$ cat src/rtl/skin_bbox_detect.sv
// Skin-tone classifier with per-frame bounding-box accumulation and a luma overlay
// that draws the previous frame's box. Video passes through a 2-clock pipeline.
module skin_bbox_detect #(
    parameter int H_ACT   = 640,
    parameter int V_ACT   = 480,
    parameter int CB_MIN  = 77,
    parameter int CB_MAX  = 127,
    parameter int CR_MIN  = 133,
    parameter int CR_MAX  = 173,
    parameter int MIN_PIX = 64,
    parameter int BOX_Y   = 255
) (
    input  logic        clk,
    input  logic        rst_n,
    input  logic        pre_frame_vsync,
    input  logic        pre_frame_hsync,
    input  logic        pre_frame_de,
    input  logic [7:0]  img_y,
    input  logic [7:0]  img_cb,
    input  logic [7:0]  img_cr,
    output logic        post_frame_vsync,
    output logic        post_frame_hsync,
    output logic        post_frame_de,
    output logic [7:0]  post_img_y,
    output logic        skin_mask,
    output logic        box_valid,
    output logic [10:0] box_x_min,
    output logic [10:0] box_x_max,
    output logic [10:0] box_y_min,
    output logic [10:0] box_y_max,
    output logic [19:0] skin_cnt,
    output logic        frame_done
);

    localparam logic [10:0] CMAX    = 11'd2047;
    localparam logic [10:0] H_LIM   = 11'(H_ACT);
    localparam logic [10:0] V_LIM   = 11'(V_ACT);
    localparam logic [7:0]  CB_LO   = 8'(CB_MIN);
    localparam logic [7:0]  CB_HI   = 8'(CB_MAX);
    localparam logic [7:0]  CR_LO   = 8'(CR_MIN);
    localparam logic [7:0]  CR_HI   = 8'(CR_MAX);
    localparam logic [19:0] MIN_CNT = 20'(MIN_PIX);
    localparam logic [7:0]  BOX_VAL = 8'(BOX_Y);

    typedef enum logic [1:0] {IDLE = 2'd0, ACCUM = 2'd1, LATCH = 2'd2} state_t;

    function automatic logic [10:0] sat_inc11(input logic [10:0] v);
        return (v == CMAX) ? v : v + 11'd1;
    endfunction

    function automatic logic [19:0] sat_inc20(input logic [19:0] v);
        return (&v) ? v : v + 20'd1;
    endfunction

    state_t      state;
    logic        vs_d, de_d;
    logic [10:0] x_cnt, y_cnt;
    logic        vs_rise, de_fall, skin, on_col, on_row, border, accum_en;
    logic [10:0] acc_xmin, acc_xmax, acc_ymin, acc_ymax;
    logic [19:0] acc_cnt;
    logic [10:0] base_xmin, base_xmax, base_ymin, base_ymax;
    logic [19:0] base_cnt;
    logic [10:0] nxt_xmin, nxt_xmax, nxt_ymin, nxt_ymax;
    logic [19:0] nxt_cnt;
    logic        vs_p0, hs_p0, de_p0, skin_p0, border_p0;
    logic [7:0]  y_p0;

    assign vs_rise = pre_frame_vsync & ~vs_d;
    assign de_fall = de_d & ~pre_frame_de;

    always_ff @(posedge clk or negedge rst_n) begin
        if (!rst_n) begin
            vs_d  <= 1'b0;
            de_d  <= 1'b0;
            x_cnt <= '0;
            y_cnt <= '0;
        end else begin
            vs_d <= pre_frame_vsync;
            de_d <= pre_frame_de;
            if (pre_frame_de)
                x_cnt <= sat_inc11(x_cnt);
            else if (de_fall)
                x_cnt <= '0;
            if (vs_rise)
                y_cnt <= '0;
            else if (de_fall)
                y_cnt <= sat_inc11(y_cnt);
        end
    end

    assign skin = pre_frame_de & (x_cnt < H_LIM) & (y_cnt < V_LIM)
                & (img_cb > CB_LO) & (img_cb < CB_HI)
                & (img_cr > CR_LO) & (img_cr < CR_HI);

    assign on_col = ((x_cnt == box_x_min) | (x_cnt == box_x_max))
                  & (y_cnt >= box_y_min) & (y_cnt <= box_y_max);
    assign on_row = ((y_cnt == box_y_min) | (y_cnt == box_y_max))
                  & (x_cnt >= box_x_min) & (x_cnt <= box_x_max);
    assign border = box_valid & (state != IDLE) & pre_frame_de & (on_col | on_row);

    // A vsync edge owns its cycle: the coincident pixel belongs to neither frame.
    assign accum_en = skin & ~vs_rise & (state != IDLE);

    // In LATCH the accumulators restart, so a pixel there seeds the new frame.
    always_comb begin
        base_xmin = acc_xmin;
        base_xmax = acc_xmax;
        base_ymin = acc_ymin;
        base_ymax = acc_ymax;
        base_cnt  = acc_cnt;
        if (state == LATCH) begin
            base_xmin = CMAX;
            base_xmax = '0;
            base_ymin = CMAX;
            base_ymax = '0;
            base_cnt  = '0;
        end
        nxt_xmin = base_xmin;
        nxt_xmax = base_xmax;
        nxt_ymin = base_ymin;
        nxt_ymax = base_ymax;
        nxt_cnt  = base_cnt;
        if (accum_en) begin
            if (x_cnt < base_xmin) nxt_xmin = x_cnt;
            if (x_cnt > base_xmax) nxt_xmax = x_cnt;
            if (y_cnt < base_ymin) nxt_ymin = y_cnt;
            if (y_cnt > base_ymax) nxt_ymax = y_cnt;
            nxt_cnt = sat_inc20(base_cnt);
        end
    end

    always_ff @(posedge clk or negedge rst_n) begin
        if (!rst_n) begin
            state      <= IDLE;
            acc_xmin   <= CMAX;
            acc_xmax   <= '0;
            acc_ymin   <= CMAX;
            acc_ymax   <= '0;
            acc_cnt    <= '0;
            box_valid  <= 1'b0;
            box_x_min  <= '0;
            box_x_max  <= '0;
            box_y_min  <= '0;
            box_y_max  <= '0;
            skin_cnt   <= '0;
            frame_done <= 1'b0;
        end else begin
            frame_done <= 1'b0;
            case (state)
                IDLE: begin
                    if (vs_rise) state <= ACCUM;
                end
                ACCUM: begin
                    if (vs_rise) begin
                        state <= LATCH;
                    end else begin
                        acc_xmin <= nxt_xmin;
                        acc_xmax <= nxt_xmax;
                        acc_ymin <= nxt_ymin;
                        acc_ymax <= nxt_ymax;
                        acc_cnt  <= nxt_cnt;
                    end
                end
                LATCH: begin
                    frame_done <= 1'b1;
                    skin_cnt   <= acc_cnt;
                    if (acc_cnt >= MIN_CNT) begin
                        box_valid <= 1'b1;
                        box_x_min <= acc_xmin;
                        box_x_max <= acc_xmax;
                        box_y_min <= acc_ymin;
                        box_y_max <= acc_ymax;
                    end else begin
                        box_valid <= 1'b0;
                        box_x_min <= '0;
                        box_x_max <= '0;
                        box_y_min <= '0;
                        box_y_max <= '0;
                    end
                    acc_xmin <= nxt_xmin;
                    acc_xmax <= nxt_xmax;
                    acc_ymin <= nxt_ymin;
                    acc_ymax <= nxt_ymax;
                    acc_cnt  <= nxt_cnt;
                    state    <= ACCUM;
                end
                default: state <= IDLE;
            endcase
        end
    end

    // Stage p0: classification and border decision; stage p1: overlay onto luma
    always_ff @(posedge clk or negedge rst_n) begin
        if (!rst_n) begin
            vs_p0            <= 1'b0;
            hs_p0            <= 1'b0;
            de_p0            <= 1'b0;
            skin_p0          <= 1'b0;
            border_p0        <= 1'b0;
            y_p0             <= '0;
            post_frame_vsync <= 1'b0;
            post_frame_hsync <= 1'b0;
            post_frame_de    <= 1'b0;
            skin_mask        <= 1'b0;
            post_img_y       <= '0;
        end else begin
            vs_p0            <= pre_frame_vsync;
            hs_p0            <= pre_frame_hsync;
            de_p0            <= pre_frame_de;
            skin_p0          <= skin;
            border_p0        <= border;
            y_p0             <= img_y;
            post_frame_vsync <= vs_p0;
            post_frame_hsync <= hs_p0;
            post_frame_de    <= de_p0;
            skin_mask        <= skin_p0;
            post_img_y       <= de_p0 ? (border_p0 ? BOX_VAL : y_p0) : 8'd0;
        end
    end

endmodule

$ cat config.mk
export PLATFORM = sky130hd
export DESIGN_NAME = skin_bbox_detect
export DESIGN_NICKNAME = d
export VERILOG_FILES = /design/src/rtl/skin_bbox_detect.sv
export SDC_FILE = /design/constraint.sdc
export NUM_CORES = 1
export LEC_CHECK = 0
export BUFFER_PORTS_ARGS = -buffer_cell sky130_fd_sc_hd__clkbuf_2
export CORE_UTILIZATION = 33
export CTS_BUF_LIST = sky130_fd_sc_hd__clkbuf_8
export DETAILED_ROUTE_END_ITERATION = 8
export PLACE_DENSITY_LB_ADDON = 0.25
export SYNTH_ARGS = -nofsm -noshare
export SYNTH_HDL_FRONTEND = slang
export SYNTH_SLANG_ARGS = --single-unit
export TNS_END_PERCENT = 5
$ cat constraint.sdc
create_clock -name clk -period 3.1 [get_ports clk]
set_input_delay 0.465 -clock clk [delete_from_list [all_inputs] [get_ports clk]]
set_output_delay 0.465 -clock clk [all_outputs]
set_load 0.005 [all_outputs]
**Yosys cells after proc, flatten, opt, wreduce, memory -nomap -nowiden**

Index checks and enable logic that the tools add are counted.

- Output and inout bits: 78
- Flip-flop bits (word level): 179
- Input bits: 29

- Eq/ne operators: 13
- Muxes and demuxes: 42
- Bitwise gates (word level): 23
- Magnitude comparators: 15
- Reductions and logical operators: 10
- Add/sub/neg operators: 3

Operator list:

| kind | number |
|---|---|
| 11-bit 2-to-1 mux | 26 |
| 11-bit case mux with 2 select lines | 4 |
| 20-bit 2-to-1 mux | 4 |
| 11-bit equality test | 4 |
| 20-bit case mux with 2 select lines | 1 |
| 11-bit by 1-bit adder with 11-bit output, second input constant | 2 |
| 11-bit equality test, second input constant | 2 |
| 11-bit greater-or-equal comparator | 2 |
| 11-bit greater-than comparator | 2 |
| 11-bit less-or-equal comparator | 2 |
| 11-bit less-than comparator | 2 |
| 20-bit by 1-bit adder with 20-bit output, second input constant | 1 |
| 20-bit by 7-bit greater-or-equal comparator with 1-bit output, second input constant | 1 |
| 20-bit AND reduction | 1 |
| 1-bit AND | 17 |
| 8-bit 2-to-1 mux | 2 |
| 11-bit by 10-bit less-than comparator with 1-bit output, second input constant | 1 |
| 11-bit by 9-bit less-than comparator with 1-bit output, second input constant | 1 |
| 2-bit != test, second input constant | 5 |
| 8-bit by 7-bit greater-than comparator with 1-bit output, second input constant | 1 |
| 8-bit greater-than comparator, second input constant | 1 |
| 8-bit by 7-bit less-than comparator with 1-bit output, second input constant | 1 |
| 8-bit less-than comparator, second input constant | 1 |
| 2-bit AND reduction | 4 |
| 9 further kinds | 18 |

**Logic depth before layout (Yosys ltp)**

- Depth after elaboration: 12
- Depth in mapped cells: 15
- Gate-level depth less buffers: 10

**Worst setup path after synthesis**

Ideal clock, no wire load.

- Path kind: register -> register
- Start point: register state[0]
- End point: register acc_xmin[2]
- Arrival time: 2832 ps
- Cell stages (with the launch flop): 16
- Period minus slack after synthesis: 2911 ps
- Path slack: 189 ps
- Buffers on the path: 5
- Setup time: 80 ps
- Data required time: 3020 ps
- Cells stage by stage: dfrtp_1 > nand2b_1 > buf_6 > inv_1 > buf_2 > clkbuf_8 > clkbuf_1 > nor2_1 > ha_1 > a21o_1 > a21o_1 > a21oi_1 > o21ai_0 > nand2b_1 > buf_2 > o22a_1

- Cells in the longest elaborated chain, start to end: 7
- Elaborated cells on any way between the ends: 13
- Classes of those cells: order compare: 1; eq/ne: 3; mux: 5; bitwise: 1; reduce/logical: 3

RTL lines:

| what | line | source |
|---|---|---|
| start: declaration | 55 | `state_t state;` |
| start signal: assignment | 134 | `state <= IDLE;` |
| start signal: assignment | 151 | `if (vs_rise) state <= ACCUM;` |
| start signal: assignment | 155 | `state <= LATCH;` |
| 2-bit equality test | 111, 149 |  |
| 11-bit 2-to-1 mux | 111 | `if (state == LATCH) begin` |
| 11-bit less-than comparator | 124 | `if (x_cnt < base_xmin) nxt_xmin = x_cnt;` |
| 11-bit 2-to-1 mux | 124 |  |
| 11-bit 2-to-1 mux | 123 | `if (accum_en) begin` |
| 11-bit 2-to-1 mux | 154 | `if (vs_rise) begin` |
| 11-bit case mux with 2 select lines | 149 | `case (state)` |
| end signal: assignment | 157 | `acc_xmin <= nxt_xmin;` |
| end signal: assignment | 180 | `acc_xmin <= nxt_xmin;` |
| end: declaration | 59 | `logic [10:0] acc_xmin, acc_xmax, acc_ymin, acc_ymax;` |

Several ways; a longest one is shown, not always the timed one. The select of a mux whose other input is x is not followed.
A chain may end at the register's enable or synchronous reset.

**Worst setup path in the final report**

- Start point: register state[0]
- End point: register acc_cnt[19]

- Cells in the longest elaborated chain, start to end: 7
- Elaborated cells on any way between the ends: 14
- Classes of those cells: add/sub: 1; eq/ne: 3; mux: 5; bitwise: 1; reduce/logical: 4

RTL lines:

| what | line | source |
|---|---|---|
| 2-bit equality test | 111, 149 |  |
| 20-bit 2-to-1 mux | 111 |  |
| 20-bit by 1-bit adder with 20-bit output / 20-bit AND reduction (equally long branches) | 52 | `return (&v) ? v : v + 20'd1;` |
| 20-bit 2-to-1 mux | 52 |  |
| 20-bit 2-to-1 mux | 123 |  |
| 20-bit 2-to-1 mux | 154 |  |
| 20-bit case mux with 2 select lines | 149 |  |
| end signal: assignment | 161 | `acc_cnt <= nxt_cnt;` |
| end signal: assignment | 184 | `acc_cnt <= nxt_cnt;` |
| end: declaration | 60 | `logic [19:0] acc_cnt;` |

Several ways; a longest one is shown, not always the timed one. The select of a mux whose other input is x is not followed.

==> results.yml <==
synthesis:
  synth_ff_type: "dfrtp_1"
  yosysSeqAreaShare_pct: 47.4
  yosys.cell_count.top_type: "nand2_1"
  synth_compound_area_share_pct: 16.4
  synth_edf_count: 0
  synth_commonest_cells: "nand2_1 (158), dfrtp_1 (157), ha_1 (89), inv_1 (86), o21ai_0 (71)"
  synth.net_count: 1109
  synth_top_area_share_pct: 41.3
  synthMuxAreaShare_pct: 0
  yosys.cell_types.count: 65
  syn_avg_cell_area_sq_um: 9.60
  async_flop_share_pct: 100
  synthCells: 991
  synthSimpleGateAreaFrac_pct: 17.4
  synthesis.area_sq_um: 9510
  synth-seq-cells: 179
  synth_top_family_by_area: "simple AND/OR/NAND/NOR gates"
  synthAdderAreaFrac_pct: 11.7
  synthTopCellsByArea: "dfrtp_1 (41%), ha_1 (12%), nand2_1 (6.2%)"
  synth_xor_xnor_area_share_pct: 1.84
  yosysWarnings: 0
  yosysTopAreaCell: "dfrtp_1"
sta:
  drv_slew: 0
  finalSetupViolations: 0
  tightest_slew_ns: 0.738
  setup_ws_ns: 0.320
  rsz0062_at_grt: "no"
  slew_headroom_pct: 50.7
  holdWs_ns: 0.0829
  fin_crit_ns: 2.78
  fin_crit_sh_pct: 89.7
  fmax_ghz: 0.360
  clock_skew_ns: 0.0200
  tns_ns: 0
  hold_violations: 0
pwr:
  p_leak_uw: 0.00516
  combPwrFrac_pct: 33.4
  swShare_pct: 37.1
  p_per_area_nw_per_um2: 686
  clkPwrFrac_pct: 20.7
  p_switching_uw: 2780
  pwr-share-seq_pct: 45.9
  internal_power_uw: 4710
  ir_drop_mv: 0.259
critical_path:
  worst-path-stages: 9
  crit_path_end_kind: "flop"
  crit_buf_inv: 1
  crit_slowest_cell: "or4_1"
  start_kind: "flop"
  slowest_delay_ns: 0.55
  crit_family: "simple AND/OR/NAND/NOR gates"
  critPathLaunch: "state[0]$_DFFE_PN0P_"
  reg2regPathDepth: 9
  cp_max_fo: 48
  crit_arrival_ns: 3.19
  path_class: "reg2reg"
  required_ns: 3.51
  worstPathCellList: "nand2b_2 -> buf_12 -> and2_1 -> ha_1 -> and3_4 -> or4b_4 -> nand4_4 -> or4_1 -> a21oi_1"
  r2r-start: "state[0]$_DFFE_PN0P_"
hold_path:
  min_path_type: "in2reg"
  min_from: "img_y[4]"
  worstHoldPathCells: 1
cts:
  post_cts_resized: 0
  cts_made_buffers: 17
  cts_sinks: 179
  clkLatencyLatePin_ns: 0.49
  cts_tree: "built"
  clkTransAtPathRegs_ns: 0.10
  cts_setup_buffers: 0
  cts.root.buffer_cell: "clkbuf_8"
  htreeDepth: 4
  clockBufferDepth: 2
die:
  start_util_pct: 33.9
  rows: 61
  dieArea_sq_um: 29500
  core_sq_um: 28100
  io_pins: 107
  die_width_um: 172
  die_h_um: 172
job:
  cap_viol_max_count: 0
cells_and_area:
  fill_cells: 2910
  nets: 1215
  stdcell_area_sq_um: 10900
  diodes: 0
  seqCellArea_sq_um: 4510
  drive_gt1_share_pct: 17.8
  multiInputGateArea_sq_um: 4520
  final_cells: 1487
  syn2layout_area_growth_pct: 14.7
grt:
  grt_pass1_wl_um: 40100
  grt-busiest-layer: "met2"
  use_met1_pct: 24.7
  antenna_found_initial: 0
  grt_pass1_vias: 7294
  met2_usage_pct: 27.9
  grt_overflow: 0
  use_met3_pct: 3.29
  grt_max_degree: 76
  grtUsageTotal_pct: 17.8
place:
  placed_cells: 1455
  dp_hpwl_um: 18200
  io_buffer_count: 106
  routabilityCongestion: 0.819
  post_dp_cell_area_sq_um: 10500
  pre_cts_ws_ns: 0.263
detailed_routing:
  via_per_inst: 5.07
  post_drt_wl_per_cell_um: 16.9
  drt_iter0_drc: 411
  num_vias: 7543
  routed_wl_um: 25100
  post-route-drc-count: 0
  ant_nets: 0
  drtPass1Iterations: 5
status:
  status: "finished clean"
-- state kept, by name, indices dropped and copies added (netlist names), 11 cells and up --
signal,flops
acc_cnt,20
y_cnt,11
acc_xmin,11
box_x_max,11
x_cnt,11
acc_ymin,11
skin_cnt,20
box_x_min,11
box_y_max,11
acc_xmax,11
box_y_min,11
acc_ymax,11
-- per-layer routing --
metal	vias to the layer above	part of all wire [%]
met3	29	2.9
li1	3714	-
met2	128	46
met1	3672	49
met5	-	0
met4	0	1.9
-- logic make-up after synthesis --
logic type | after synthesis
simple gates | 341
xor+xnor | 20
buf+inv | 122
fa+ha+maj | 89
compound gates | 240
flops | 179
-- worst reg2reg max path: stages, from the launching register on --
cell,delay (ns)
dfrtp_1,0.45
nand2b_2,0.24
buf_12,0.21
and2_1,0.20
ha_1,0.26
and3_4,0.21
or4b_4,0.23
nand4_4,0.22
or4_1,0.55
a21oi_1,0.15
-- stage by stage --
step	utilization [%]	total power, uW
final	38.8	7490
after global routing	38.8	8110
after CTS	38.8	7580
after detailed placement	37.5	6010
after global placement	37.5	5990
after floorplan	-	4960
-- power groups by stage --
stage,Combinational [uW],Sequential (uW),Clock [uW]
finish,2500,3440,1550
global route,2900,3530,1680
CTS,2550,3440,1580
detailed placement,2530,3490,0
global placement,2510,3480,0
floorplan,1590,3370,0
-- area by class of cell --
class	instances	area share, %
multi-input combinational	690	41.4
sequential	179	41.3
timing repair buffer	123	6.69
tap	378	4.33
inverter	86	2.96
clock buffer	18	2.27
clock inverter	13	1.02
-- cell usage in the layout (no fill, tap or decap), drive strengths merged, types with 13 or more instances in the layout --
| cell type | netlist | layout |
|---|---|---|
| a21o | 14 | 14 |
| a21oi | 45 | 45 |
| buf | 9 | 17 |
| clkbuf | 27 | 123 |
| dfrtp | 157 | 157 |
| dfstp | 22 | 22 |
| ha | 89 | 89 |
| inv | 86 | 91 |
| nand2 | 158 | 158 |
| nand3 | 23 | 23 |
| nand4 | 23 | 23 |
| nor2 | 60 | 60 |
| nor3 | 13 | 13 |
| o21a | 13 | 13 |
| o21ai | 73 | 73 |
| o22a | 20 | 20 |
| o22ai | 20 | 20 |
| xnor2 | 18 | 18 |
-- worst paths after layout --
kind	slack, ns	to
min reg2reg	0.35	skin_mask$_DFF_PN0_
max	0.32	acc_cnt[19]$_DFFE_PN0P_
max reg2reg	0.32	acc_cnt[19]$_DFFE_PN0P_
max in group asynchronous	1.81	acc_ymin[6]$_DFFE_PN1P_
min	0.08	y_p0[4]$_DFF_PN0_
min in group asynchronous	0.50	box_x_min[4]$_DFFE_PN0P_
-- what timing repair did --
item / 4_1_cts / 5_1_grt
setup endpoints to repair: 0 / 0
endpoints found under the hold margin: 46 / 0
hold buffers: 1 / 0
(Power assumes the default switching activity.)
